===== src/rtl/cpu_control.sv =====
// cpu_control: multi-cycle control unit for a small accumulator CPU.
//
// Each instruction walks FETCH -> DECODE -> (MEM | EXECUTE) -> FETCH; HLT parks the
// core in HALT until reset. Datapath controls are pure combinational decodes of the
// current state, opcode, flags and mem_ready.
//
// Ports:
//   clock, reset        rising-edge clock, asynchronous active-high reset
//   opcode              IR[15:11], valid from DECODE onward
//   z_flag, n_flag      accumulator zero / negative, looked at only in EXECUTE
//   mem_ready           memory completes the current request this cycle
//   mem_req, mem_we     memory request and write strobe
//   addr_sel            memory address: 0 = PC, 1 = sign-extended operand
//   ir_en               load instruction register
//   pc_en, pc_sel       update PC; 0 = PC+1, 1 = sign-extended operand
//   acc_en, acc_src     load accumulator; 00 = ALU, 01 = memory, 10 = immediate
//   op_b_sel, alu_op    ALU B operand (0 = memory, 1 = immediate); 000 pass/001 add/010 sub
//   halted              core is stopped
//   state_out           encoded FSM state
//   instr_count         retired-instruction counter, wraps
module cpu_control #(
  parameter int unsigned OPCODE_WIDTH = 5,
  parameter int unsigned COUNT_WIDTH  = 16
) (
  input  logic                    clock,
  input  logic                    reset,
  input  logic [OPCODE_WIDTH-1:0] opcode,
  input  logic                    z_flag,
  input  logic                    n_flag,
  input  logic                    mem_ready,
  output logic                    mem_req,
  output logic                    mem_we,
  output logic                    addr_sel,
  output logic                    ir_en,
  output logic                    pc_en,
  output logic                    pc_sel,
  output logic                    acc_en,
  output logic [1:0]              acc_src,
  output logic                    op_b_sel,
  output logic [2:0]              alu_op,
  output logic                    halted,
  output logic [2:0]              state_out,
  output logic [COUNT_WIDTH-1:0]  instr_count
);

  typedef enum logic [2:0] {
    StFetch   = 3'd0,
    StDecode  = 3'd1,
    StMem     = 3'd2,
    StExecute = 3'd3,
    StHalt    = 3'd4
  } state_e;

  localparam logic [OPCODE_WIDTH-1:0] OpHlt  = OPCODE_WIDTH'(0);
  localparam logic [OPCODE_WIDTH-1:0] OpSto  = OPCODE_WIDTH'(1);
  localparam logic [OPCODE_WIDTH-1:0] OpLd   = OPCODE_WIDTH'(2);
  localparam logic [OPCODE_WIDTH-1:0] OpLdi  = OPCODE_WIDTH'(3);
  localparam logic [OPCODE_WIDTH-1:0] OpAdd  = OPCODE_WIDTH'(4);
  localparam logic [OPCODE_WIDTH-1:0] OpAddi = OPCODE_WIDTH'(5);
  localparam logic [OPCODE_WIDTH-1:0] OpSub  = OPCODE_WIDTH'(6);
  localparam logic [OPCODE_WIDTH-1:0] OpSubi = OPCODE_WIDTH'(7);
  localparam logic [OPCODE_WIDTH-1:0] OpBeq  = OPCODE_WIDTH'(8);
  localparam logic [OPCODE_WIDTH-1:0] OpBne  = OPCODE_WIDTH'(9);
  localparam logic [OPCODE_WIDTH-1:0] OpBlt  = OPCODE_WIDTH'(10);
  localparam logic [OPCODE_WIDTH-1:0] OpJmp  = OPCODE_WIDTH'(11);

  localparam logic [1:0] SrcAlu = 2'b00;
  localparam logic [1:0] SrcMem = 2'b01;
  localparam logic [1:0] SrcImm = 2'b10;

  localparam logic [2:0] AluAdd = 3'b001;
  localparam logic [2:0] AluSub = 3'b010;

  state_e                 state_q, state_d;
  logic [COUNT_WIDTH-1:0] count_q, count_d;
  logic                   is_mem_op;
  logic                   retire;

  // Opcodes that need a data-memory access go through MEM; everything else but
  // HLT (including unknown opcodes, treated as NOP) goes through EXECUTE.
  assign is_mem_op = (opcode == OpSto) || (opcode == OpLd) ||
                     (opcode == OpAdd) || (opcode == OpSub);

  // Retirement happens on the edge leaving MEM/EXECUTE, or entering HALT.
  assign retire = ((state_q == StMem) && mem_ready) ||
                  (state_q == StExecute) ||
                  ((state_q == StDecode) && (opcode == OpHlt));

  // State register and retired-instruction counter.
  always_ff @(posedge clock or posedge reset) begin
    if (reset) begin
      state_q <= StFetch;
      count_q <= '0;
    end else begin
      state_q <= state_d;
      count_q <= count_d;
    end
  end

  always_comb begin
    count_d = count_q;
    if (retire) begin
      count_d = count_q + COUNT_WIDTH'(1);
    end
  end

  // Next-state logic.
  always_comb begin
    state_d = state_q;
    case (state_q)
      StFetch: begin
        if (mem_ready) begin
          state_d = StDecode;
        end
      end
      StDecode: begin
        if (opcode == OpHlt) begin
          state_d = StHalt;
        end else if (is_mem_op) begin
          state_d = StMem;
        end else begin
          state_d = StExecute;
        end
      end
      StMem: begin
        if (mem_ready) begin
          state_d = StFetch;
        end
      end
      StExecute: state_d = StFetch;
      StHalt:    state_d = StHalt;
      default:   state_d = StFetch;
    endcase
  end

  // Output decode. Reset gates everything so an in-flight transfer is dropped
  // immediately, without waiting for the state register to settle.
  always_comb begin
    mem_req  = 1'b0;
    mem_we   = 1'b0;
    addr_sel = 1'b0;
    ir_en    = 1'b0;
    pc_en    = 1'b0;
    pc_sel   = 1'b0;
    acc_en   = 1'b0;
    acc_src  = SrcAlu;
    op_b_sel = 1'b0;
    alu_op   = 3'b000;
    halted   = 1'b0;
    if (!reset) begin
      case (state_q)
        StFetch: begin
          mem_req = 1'b1;
          if (mem_ready) begin
            ir_en = 1'b1;
            pc_en = 1'b1;
          end
        end
        StMem: begin
          mem_req  = 1'b1;
          addr_sel = 1'b1;
          if (opcode == OpSto) begin
            mem_we = 1'b1;
          end else if (opcode == OpLd) begin
            acc_src = SrcMem;
            acc_en  = mem_ready;
          end else if (opcode == OpAdd) begin
            alu_op = AluAdd;
            acc_en = mem_ready;
          end else if (opcode == OpSub) begin
            alu_op = AluSub;
            acc_en = mem_ready;
          end
        end
        StExecute: begin
          if (opcode == OpLdi) begin
            acc_en  = 1'b1;
            acc_src = SrcImm;
          end else if (opcode == OpAddi) begin
            acc_en   = 1'b1;
            op_b_sel = 1'b1;
            alu_op   = AluAdd;
          end else if (opcode == OpSubi) begin
            acc_en   = 1'b1;
            op_b_sel = 1'b1;
            alu_op   = AluSub;
          end else if (opcode == OpBeq) begin
            pc_en  = z_flag;
            pc_sel = z_flag;
          end else if (opcode == OpBne) begin
            pc_en  = ~z_flag;
            pc_sel = ~z_flag;
          end else if (opcode == OpBlt) begin
            pc_en  = n_flag;
            pc_sel = n_flag;
          end else if (opcode == OpJmp) begin
            pc_en  = 1'b1;
            pc_sel = 1'b1;
          end
        end
        StHalt: halted = 1'b1;
        default: ;
      endcase
    end
  end

  assign state_out   = state_q;
  assign instr_count = count_q;

endmodule


===== config.mk =====
export PLATFORM = sky130hd
export DESIGN_NAME = cpu_control
export DESIGN_NICKNAME = d
export VERILOG_FILES = /design/src/rtl/cpu_control.sv
export SDC_FILE = /design/constraint.sdc
export NUM_CORES = 1
export LEC_CHECK = 0
export CAP_MARGIN = 10
export CORE_ASPECT_RATIO = 0.9
export CORE_MARGIN = 2
export CORE_UTILIZATION = 47
export CTS_CLUSTER_DIAMETER = 200
export DETAILED_ROUTE_END_ITERATION = 10
export HOLD_SLACK_MARGIN = 0.1
export PLACE_DENSITY = 0.9
export SLEW_MARGIN = 20
export SYNTH_ARGS = -nofsm -noshare
export SYNTH_HDL_FRONTEND = slang
export SYNTH_SLANG_ARGS = --single-unit

===== constraint.sdc =====
create_clock -name clock -period 2.9 [get_ports clock]
set_input_delay 0.29 -clock clock [delete_from_list [all_inputs] [get_ports clock]]
set_output_delay 0.29 -clock clock [all_outputs]
set_load 0.005 [all_outputs]

[Word-level counts from Yosys, hierarchy flattened]
Cells that the tools add are included.
Storage, ports and cells
  register bits: 19
  bits of input ports: 10
Cells by class
  multiplexer cells: 54
  bitwise logic cells: 1
  eq/ne operators: 17
  $add $sub $neg: 1
  reduce and logical (&&, ||, !) cells: 11
Operator list (count)
  2-to-1 mux 1 bit: 36
  equality test 5 x 3 -> 1 bit (second input constant): 4
  equality test 5 x 4 -> 1 bit (second input constant): 4
  2-to-1 mux 2 bit: 10
  adder 16 x 1 -> 16 bit (second input constant): 1
  case mux 3 bit (4 select lines): 1
  equality test 5 x 2 -> 1 bit (second input constant): 2
  2-to-1 mux 3 bit: 3
  case mux 2 bit (2 select lines): 2
  equality test 3 x 2 -> 1 bit (second input constant): 2
  equality test 5 x 1 -> 1 bit (second input constant): 1
  zero test 5 bit: 1
  logical OR 1 bit: 5
  != test 2 bit (second input constant): 2
  case mux 1 bit (2 select lines): 2
  equality test 3 x 1 -> 1 bit (second input constant): 1
  equality test 3 bit (second input constant): 1
  zero test 3 bit: 1
  logical AND 1 bit: 2
  AND reduction 2 bit: 1
  OR reduction 2 bit: 1
  NOT 1 bit: 1

[Longest topological paths before layout]
Gate-level depths: netlist of the first run.
  depth in word-level cells: 10
  depth in mapped cells: 6
  gate-level depth less buffers: 5

[Worst setup path before layout of the first run]
No wires, ideal clock.
  path type: input-to-reg
  from: in opcode[0]
  to: reg count_q[15], in the netlist instr_count[15]
  arrival: 1.511 ns
  required time: 2.777 ns
  path buffers: 2
  stages on the path: 6
  slack: 1.265 ns
  path through: clkbuf_1 > or3b_1 > o22ai_4 > buf_6 > nand4_4 > xnor2_2
On the way
  longest elaborated chain between the ends: 3
Ends and longest elaborated chain
  start: declaration: line 27  | input logic [OPCODE_WIDTH-1:0] opcode,
  zero test 5 bit: line 87  | ((state_q == StDecode) && (opcode == OpHlt));
  logical AND 1 bit: line 87
  logical OR 1 bit: line 86  | (state_q == StExecute) ||
  end signal: assignment: line 96  | count_q <= count_d;
  end: declaration: line 75  | logic [COUNT_WIDTH-1:0] count_q, count_d;
No other way between the ends.
A chain may end at the register's enable or synchronous reset.

[Final worst setup path of the first run]
  from: reg state_q[0], in the netlist state_out[0]
  to: out pc_en
On the way
  longest elaborated chain between the ends: 3
Ends and longest elaborated chain
  start: declaration: line 74  | state_e state_q, state_d;
  start signal: assignment: line 92  | state_q <= StFetch;
  start signal: assignment: line 95  | state_q <= state_d;
  equality test 3 x 2 -> 1 bit / zero test 3 bit (equally long branches): line 151  | case (state_q)
  case mux 1 bit (2 select lines) (*): line 151
  2-to-1 mux 1 bit (*): line 150  | if (!reset) begin
  end: declaration: line 35  | output logic pc_en,
Every way passes the cells marked *; elsewhere a longest branch is shown, timed or not.

==> flow_results.xml, run 1 <==
<?xml version="1.0" encoding="UTF-8"?>
<metrics>
  <group name="outcome">
    <metric name="run_status" unit="">complete, no violations</metric>
  </group>
  <group name="grt">
    <metric name="global_route_wire_length_before_repair" unit="um">4733</metric>
    <metric name="grt_pass1_vias" unit="">972</metric>
    <metric name="grt_max_degree" unit="">20</metric>
    <metric name="grt_overflow_total" unit="">0</metric>
    <metric name="antenna_found_initial" unit="">0</metric>
    <metric name="track_usage" unit="%">21.76</metric>
  </group>
  <group name="detailed_routing">
    <metric name="drtIter0Drc" unit="">22</metric>
    <metric name="route.final.wire_length" unit="um">2822</metric>
    <metric name="vias" unit="">1002</metric>
    <metric name="route.detailed.drc" unit="">0</metric>
    <metric name="route.detailed.wl_per_inst" unit="um">15.51</metric>
    <metric name="vias_per_cell" unit="">5.505</metric>
    <metric name="drtAntennaViolNets" unit="">0</metric>
    <metric name="drtPass1Iterations" unit="">4</metric>
  </group>
  <group name="setup_path">
    <metric name="worst_endpoint_data_arrival_time" unit="ps">2240</metric>
    <metric name="setup.worst_path.start" unit="">state_out[0]</metric>
    <metric name="max_stage_delay" unit="ps">630</metric>
    <metric name="worstSetupStartpointType" unit="">register</metric>
    <metric name="crit_path_end_kind" unit="">output port</metric>
    <metric name="worst_r2r_startpoint" unit="">state_out[0]</metric>
    <metric name="r2r_slack" unit="ps">840</metric>
    <metric name="cp_top_family" unit="">flip-flops</metric>
    <metric name="critical_path_required" unit="ps">2610</metric>
    <metric name="timing.critical_path.fanout_max" unit="">15</metric>
    <metric name="setup.worst_path.class" unit="">reg -&gt; out</metric>
    <metric name="critPathSlowestCell" unit="">sky130_fd_sc_hd__dfrtp_1</metric>
    <metric name="worst_r2r_path_depth" unit="">3</metric>
    <metric name="cp_num_buf_inv" unit="">1</metric>
    <metric name="critical_path.reg2reg.endpoint" unit="">instr_count[1]</metric>
    <metric name="path_cells" unit="">nor4bb_1 &gt; o211ai_1 &gt; a31oi_1 &gt; or2_2 &gt; clkdlybuf4s50_1</metric>
  </group>
  <group name="yosys">
    <metric name="register_bit_count_reported_by_yosys" unit="">19</metric>
    <metric name="mappedNetlistArea" unit="mm2">0.001130</metric>
    <metric name="post_synthesis_share_of_cell_area_spent_on_full_adders_half_adders_and_majority_gates" unit="%">1.107</metric>
    <metric name="seq_area_frac_synth" unit="%">42.08</metric>
    <metric name="avgSynthCellArea" unit="um2">9.911</metric>
    <metric name="yosys_warnings" unit="">0</metric>
    <metric name="synth_compound_area_share" unit="%">6.977</metric>
    <metric name="yosys.cell_types.count" unit="">35</metric>
    <metric name="gate_count_of_the_mapped_netlist" unit="">114</metric>
    <metric name="muxShareOfSynthArea" unit="%">1.993</metric>
    <metric name="post_synth_xor_area_fraction" unit="%">12.29</metric>
    <metric name="synth_top_family_by_area" unit="">simple AND/OR/NAND/NOR gates</metric>
    <metric name="synth-simple-area-share" unit="%">31.89</metric>
    <metric name="synth.net_count" unit="">125</metric>
  </group>
  <group name="placement">
    <metric name="dp_hpwl" unit="um">2126</metric>
    <metric name="gp_congestion" unit="">0.8320</metric>
    <metric name="post_placement_cell_area" unit="mm2">0.001548</metric>
    <metric name="dp_worst_setup_slack" unit="ps">379.4</metric>
    <metric name="port_buffers" unit="">41</metric>
  </group>
  <group name="layout">
    <metric name="design.final.nets" unit="">167</metric>
    <metric name="layout_common_cells" unit="">sky130_fd_sc_hd__clkdlybuf4s50_1 (41), sky130_fd_sc_hd__dfrtp_1 (19), sky130_fd_sc_hd__xnor2_1 (13), sky130_fd_sc_hd__nand2_1 (9)</metric>
    <metric name="drive_above_1_share" unit="%">9.677</metric>
    <metric name="mostFrequentLayoutCell" unit="">sky130_fd_sc_hd__clkdlybuf4s50_1</metric>
    <metric name="stdcell_area" unit="mm2">0.001575</metric>
    <metric name="inserted_diodes" unit="">0</metric>
    <metric name="area.growth.synth_to_final" unit="%">39.42</metric>
  </group>
  <group name="pwr">
    <metric name="power.static_leakage" unit="nW">0.6487</metric>
    <metric name="ir_worst_vdd" unit="mV">0.3209</metric>
    <metric name="powerDensity" unit="mW/mm2">281.0</metric>
  </group>
  <group name="timing">
    <metric name="rsz0062_at_grt" unit="">false</metric>
    <metric name="clock.fmax" unit="MHz">395.0</metric>
    <metric name="hold_slack" unit="ps">500.1</metric>
    <metric name="timing_hold_violations_final" unit="">0</metric>
    <metric name="setup_viol_count_final" unit="">0</metric>
    <metric name="clock-skew-final" unit="ps">6.751</metric>
    <metric name="setup_tns_after_final_layout" unit="ps">0</metric>
    <metric name="slew_headroom" unit="%">52.40</metric>
    <metric name="worst_slack" unit="ps">368.6</metric>
    <metric name="max_slew.worst_pin.slew" unit="ps">713.1</metric>
    <metric name="slew_violations" unit="">0</metric>
    <metric name="min_period_over_period" unit="%">87.29</metric>
    <metric name="timing.final.crit_period" unit="ps">2531</metric>
  </group>
  <group name="worst_hold_path">
    <metric name="holdCritStartpoint" unit="">instr_count[12]</metric>
    <metric name="whs_path_depth" unit="">1</metric>
    <metric name="timing.hold.worst.class" unit="">reg -&gt; reg</metric>
    <metric name="whs_endpoint" unit="">instr_count[12]</metric>
  </group>
  <group name="floorplan">
    <metric name="std_cell_rows" unit="">16</metric>
    <metric name="fp.coreArea" unit="mm2">0.002222</metric>
    <metric name="die_height" unit="um">50.52</metric>
    <metric name="ioPinCount" unit="">43</metric>
    <metric name="dieWidth" unit="um">55.68</metric>
    <metric name="fp.dieArea" unit="mm2">0.002813</metric>
    <metric name="initial_core_util" unit="%">50.84</metric>
  </group>
  <group name="clocking">
    <metric name="cts_made_buffers" unit="">3</metric>
    <metric name="post_cts_buffers" unit="">0</metric>
    <metric name="ctsHoldBuffers" unit="">0</metric>
    <metric name="cts_htree_levels" unit="">1</metric>
    <metric name="clock_tree_from_tritoncts" unit="">done</metric>
    <metric name="cts-root-to-sink-buffers" unit="">2</metric>
    <metric name="cts_sinks" unit="">19</metric>
    <metric name="path_clk_slew" unit="ps">110</metric>
    <metric name="worstSkewPairLatency" unit="ps">300</metric>
    <metric name="cts_resized" unit="">0</metric>
    <metric name="cts_root_buffer" unit="">sky130_fd_sc_hd__clkbuf_4</metric>
  </group>
  <group name="job">
    <metric name="maxCapViolCount" unit="">0</metric>
  </group>
</metrics>
per-layer routing:
layer  global-route usage [%]  share of wire (%)  up-vias
met4                    7.317                1.8        0
met5                        0                  0        -
li1                         -                  -      487
met1                    27.60                 43      474
met3                    4.124                4.1        4
met2                    37.50                 51       37
cell usage after synthesis, drive strengths merged:
cell	n	area, um2
o21ai	3	15.01
nor4	2	12.51
dfrtp	19	475.5
nand3	5	45.04
nor4bb	1	10.01
or2	1	6.260
xor2	1	8.760
mux2	2	22.52
nor3b	1	7.510
nand2b	3	18.77
clkbuf	2	7.510
and3	8	50.05
buf	2	18.77
a21oi	2	10.01
inv	3	11.26
and4	2	17.52
or4	1	11.26
o211ai	2	15.01
nand4	6	52.55
and2	3	18.77
or3b	1	8.760
conb	1	3.750
o22ai	2	26.28
a31oi	2	12.51
xnor2	14	130.1
nor2	8	30.03
nor2b	2	12.51
ha	1	12.51
nor3	5	25.02
nand2	9	33.78
area by class of cell:
cell class	count	area, um2
Timing Repair Buffer	41	410.4
Inverter	3	11.26
Sequential cell	19	475.5
Multi-Input combinational cell	88	616.8
Clock inverter	1	5.005
Tap cell	27	33.78
Fill cell	170	646.9
Clock buffer	3	22.52
report_power, final:
part	total, mW	switching [mW]	internal (mW)
Combinational	0.0387	0.0197	0.0189
Sequential	0.268	0.00188	0.266
Clock	0.136	0.0845	0.0515
Total	0.443	0.106	0.337
per-stage QoR:
step                utilization, %  instances  total power, mW
finish                       70.89        182           0.4427
global placement             69.65        178           0.3097
CTS                          70.89        182           0.4458
floorplan                        -        114           0.2884
global route                 70.89        182           0.4631
detailed placement           69.65        178           0.3118
sequential cells by signal, indices dropped and copies added (netlist names):
register and flops:
instr_count 16, state_out 3
worst max path at each step:
stage	end	slack, ps	cells after the start
3_5_place_dp	pc_en	380	6
2_1_floorplan	instr_count[15]	1270	6
5_1_grt	pc_en	100	5
3_3_place_gp	pc_en	420	6
6_report	pc_en	370	5
4_1_cts	pc_en	370	5
logic make-up after synthesis:
group,Yosys count
buffers and inverters,7
XOR/XNOR,15
flip-flops,19
AO/OA/AOI/OAI,11
adder cells (fa/ha/maj),1
other,1
multiplexers,2
AND/OR/NAND/NOR,58
Power figures use the tool's default switching activity.
==> run 2, diff against run 1 <==
--- a/config.mk
+++ b/config.mk
@@ -12,7 +12,7 @@
 export CTS_CLUSTER_DIAMETER = 200
 export DETAILED_ROUTE_END_ITERATION = 10
 export HOLD_SLACK_MARGIN = 0.1
-export PLACE_DENSITY = 0.9
+export PLACE_DENSITY = 0.85
 export SLEW_MARGIN = 20
 export SYNTH_ARGS = -nofsm -noshare
 export SYNTH_HDL_FRONTEND = slang
==> run 2 against run 1 <==
Compared with the run above:
- non-clock buffer count stayed put
- combinational power about the same
- sequential share of layout area about the same
- total power is 1.2% higher
- die area stayed put
- final cell count unchanged
- design area is essentially flat
- fmax is 0.19% lower
- highest routed layer unchanged
==> flow_results.xml, run 2 (same netlist as run 1, synthesis figures left out) <==
<?xml version="1.0" encoding="UTF-8"?>
<metrics>
  <group name="outcome">
    <metric name="run_status" unit="">complete, no violations</metric>
  </group>
  <group name="placement">
    <metric name="dp_hpwl" unit="um">2031</metric>
    <metric name="place.detailed.instances" unit="">178</metric>
    <metric name="gp_congestion" unit="">0.8575</metric>
    <metric name="port_buffers" unit="">41</metric>
    <metric name="post_placement_cell_area" unit="mm2">0.001548</metric>
  </group>
  <group name="layout">
    <metric name="stdcell_area" unit="mm2">0.001574</metric>
    <metric name="mostFrequentLayoutCell" unit="">sky130_fd_sc_hd__clkdlybuf4s50_1</metric>
    <metric name="drive_above_1_share" unit="%">9.032</metric>
    <metric name="largest_reg_flops" unit="">16</metric>
    <metric name="design.final.nets" unit="">167</metric>
    <metric name="inserted_diodes" unit="">0</metric>
    <metric name="layout_common_cells" unit="">sky130_fd_sc_hd__clkdlybuf4s50_1 (41), sky130_fd_sc_hd__dfrtp_1 (19), sky130_fd_sc_hd__xnor2_1 (13), sky130_fd_sc_hd__nand2_1 (9)</metric>
    <metric name="instances_no_fill" unit="">182</metric>
    <metric name="fillers" unit="">169</metric>
    <metric name="area.growth.synth_to_final" unit="%">39.31</metric>
  </group>
  <group name="grt">
    <metric name="track_usage" unit="%">19.74</metric>
    <metric name="grt_max_degree" unit="">20</metric>
    <metric name="grt_pass1_vias" unit="">909</metric>
    <metric name="grt_overflow_total" unit="">0</metric>
    <metric name="global_route_wire_length_before_repair" unit="um">4278</metric>
    <metric name="antenna_found_initial" unit="">0</metric>
  </group>
  <group name="clocking">
    <metric name="cts_root_buffer" unit="">sky130_fd_sc_hd__clkbuf_4</metric>
    <metric name="cts_resized" unit="">0</metric>
    <metric name="post_cts_buffers" unit="">0</metric>
    <metric name="cts_sinks" unit="">19</metric>
    <metric name="cts-root-to-sink-buffers" unit="">2</metric>
    <metric name="ctsHoldBuffers" unit="">0</metric>
    <metric name="cts_htree_levels" unit="">1</metric>
    <metric name="clock_tree_from_tritoncts" unit="">done</metric>
    <metric name="cts_made_buffers" unit="">3</metric>
    <metric name="path_clk_slew" unit="ps">110</metric>
    <metric name="worstSkewPairLatency" unit="ps">310</metric>
  </group>
  <group name="detailed_routing">
    <metric name="route.detailed.drc" unit="">0</metric>
    <metric name="routed-wl-met2" unit="um">1345</metric>
    <metric name="met1Wirelength" unit="um">1160</metric>
    <metric name="route.final.wire_length" unit="um">2651</metric>
    <metric name="drtAntennaViolNets" unit="">0</metric>
    <metric name="vias_per_cell" unit="">5.495</metric>
    <metric name="route.detailed.wl_per_inst" unit="um">14.57</metric>
    <metric name="top_layer_used" unit="">met4</metric>
    <metric name="vias" unit="">1000</metric>
    <metric name="detailroute.wirelength.met3" unit="um">124</metric>
    <metric name="drtIter0Drc" unit="">16</metric>
    <metric name="drtPass1Iterations" unit="">4</metric>
  </group>
  <group name="setup_path">
    <metric name="critical_path.reg2reg.endpoint" unit="">instr_count[1]</metric>
    <metric name="worst_r2r_path_depth" unit="">3</metric>
    <metric name="worstSetupStartpointType" unit="">primary input</metric>
    <metric name="timing.critical_path.fanout_max" unit="">6</metric>
    <metric name="r2r_slack" unit="ps">860</metric>
    <metric name="worst_endpoint_data_arrival_time" unit="ps">2250</metric>
    <metric name="crit_path_end_kind" unit="">output port</metric>
    <metric name="worst_r2r_startpoint" unit="">state_out[0]</metric>
    <metric name="cp_common_cell" unit="">sky130_fd_sc_hd__clkdlybuf4s50_1</metric>
    <metric name="max_stage_delay" unit="ps">530</metric>
    <metric name="setup.worst_path.class" unit="">in -&gt; out</metric>
    <metric name="critPathSlowestCell" unit="">sky130_fd_sc_hd__clkdlybuf4s50_1</metric>
    <metric name="critical_path_required" unit="ps">2610</metric>
    <metric name="path_cells" unit="">clkdlybuf4s50_1 &gt; nor3b_1 &gt; o211ai_1 &gt; a31oi_1 &gt; or2_2 &gt; clkdlybuf4s50_1</metric>
  </group>
  <group name="floorplan">
    <metric name="fp.dieArea" unit="mm2">0.002813</metric>
    <metric name="initial_core_util" unit="%">50.84</metric>
    <metric name="die_height" unit="um">50.52</metric>
    <metric name="fp.coreArea" unit="mm2">0.002222</metric>
    <metric name="dieWidth" unit="um">55.68</metric>
    <metric name="ioPinCount" unit="">43</metric>
    <metric name="std_cell_rows" unit="">16</metric>
  </group>
  <group name="timing">
    <metric name="slew_violations" unit="">0</metric>
    <metric name="clock.fmax" unit="MHz">394.3</metric>
    <metric name="slew_headroom" unit="%">53.32</metric>
    <metric name="setup_viol_count_final" unit="">0</metric>
    <metric name="timing.final.crit_period" unit="ps">2536</metric>
    <metric name="setup_tns_after_final_layout" unit="ps">0</metric>
    <metric name="timing_hold_violations_final" unit="">0</metric>
    <metric name="min_period_over_period" unit="%">87.46</metric>
    <metric name="rsz0062_at_grt" unit="">false</metric>
    <metric name="max_slew.worst_pin.slew" unit="ps">699.5</metric>
    <metric name="clock-skew-final" unit="ps">2.524</metric>
  </group>
  <group name="pwr">
    <metric name="power.static_leakage" unit="nW">0.6460</metric>
    <metric name="ir_worst_vdd" unit="mV">0.3440</metric>
    <metric name="powerDensity" unit="mW/mm2">284.7</metric>
  </group>
  <group name="worst_hold_path">
    <metric name="whs_endpoint" unit="">instr_count[12]</metric>
    <metric name="timing.hold.worst.class" unit="">reg -&gt; reg</metric>
    <metric name="whs_path_depth" unit="">1</metric>
    <metric name="holdCritStartpoint" unit="">instr_count[12]</metric>
  </group>
  <group name="job">
    <metric name="maxCapViolCount" unit="">0</metric>
  </group>
</metrics>
==> run 2: cell count changes in the layout (fill, tap and decap cells not counted) <==
cell,before,now
sky130_fd_sc_hd__clkbuf_1,0,1
sky130_fd_sc_hd__clkinv_2,1,0
==> run 2: routing by layer <==
metal / global-route usage (%) / vias up
met1: 26.07 / 484
met3: 5.155 / 2
met2: 31.94 / 28
met4: 6.098 / 0
li1: - / 486
met5: 0 / -
==> run 2: where the power goes <==
group | switching (mW) | leakage (nW) | total [mW] | internal [mW]
sequential | 0.00185 | 0.256 | 0.268 | 0.266
clock | 0.0875 | 0.0150 | 0.141 | 0.0538
combinational | 0.0198 | 0.375 | 0.0387 | 0.0190
==> run 2: worst max-delay path by stage <==
stage	startpoint	endpoint	slack, ps	cells after the start
2_1_floorplan	opcode[0]	instr_count[15]	1270	6
3_3_place_gp	opcode[1]	pc_en	420	6
3_5_place_dp	opcode[1]	pc_en	380	6
4_1_cts	opcode[1]	pc_en	380	6
5_1_grt	reset	pc_en	260	6
6_report	reset	pc_en	360	6
==> run 2: cell type report <==
cell class	instances	area (um2)	share of cell area [%]
Sequential cell	19	475.5	30.21
Inverter	3	11.26	0.7154
Clock buffer	4	26.28	1.669
Multi-Input combinational cell	88	616.8	39.19
Tap cell	27	33.78	2.146
Timing Repair Buffer	41	410.4	26.07
==> run 2: through the flow <==
step / utilization (%) / hold slack (ps) / power [mW] / setup WS [ps]
after floorplan: - / 241.1 / 0.2884 / 1265
after global placement: 69.65 / 473.5 / 0.3105 / 415.2
after detailed placement: 69.65 / 485.5 / 0.3117 / 380.3
after CTS: 70.83 / 501.0 / 0.4536 / 383.7
after global routing: 70.83 / 524.6 / 0.4645 / 256.7
final: 70.83 / 497.4 / 0.4482 / 363.8
==> run 2: worst max-delay path, delay by kind of cell <==
kind | cells | cell delay [ps]
buffers and inverters | 2 | 1020
and+or+nand+nor | 2 | 590
AOI/OAI and AO/OA | 2 | 340
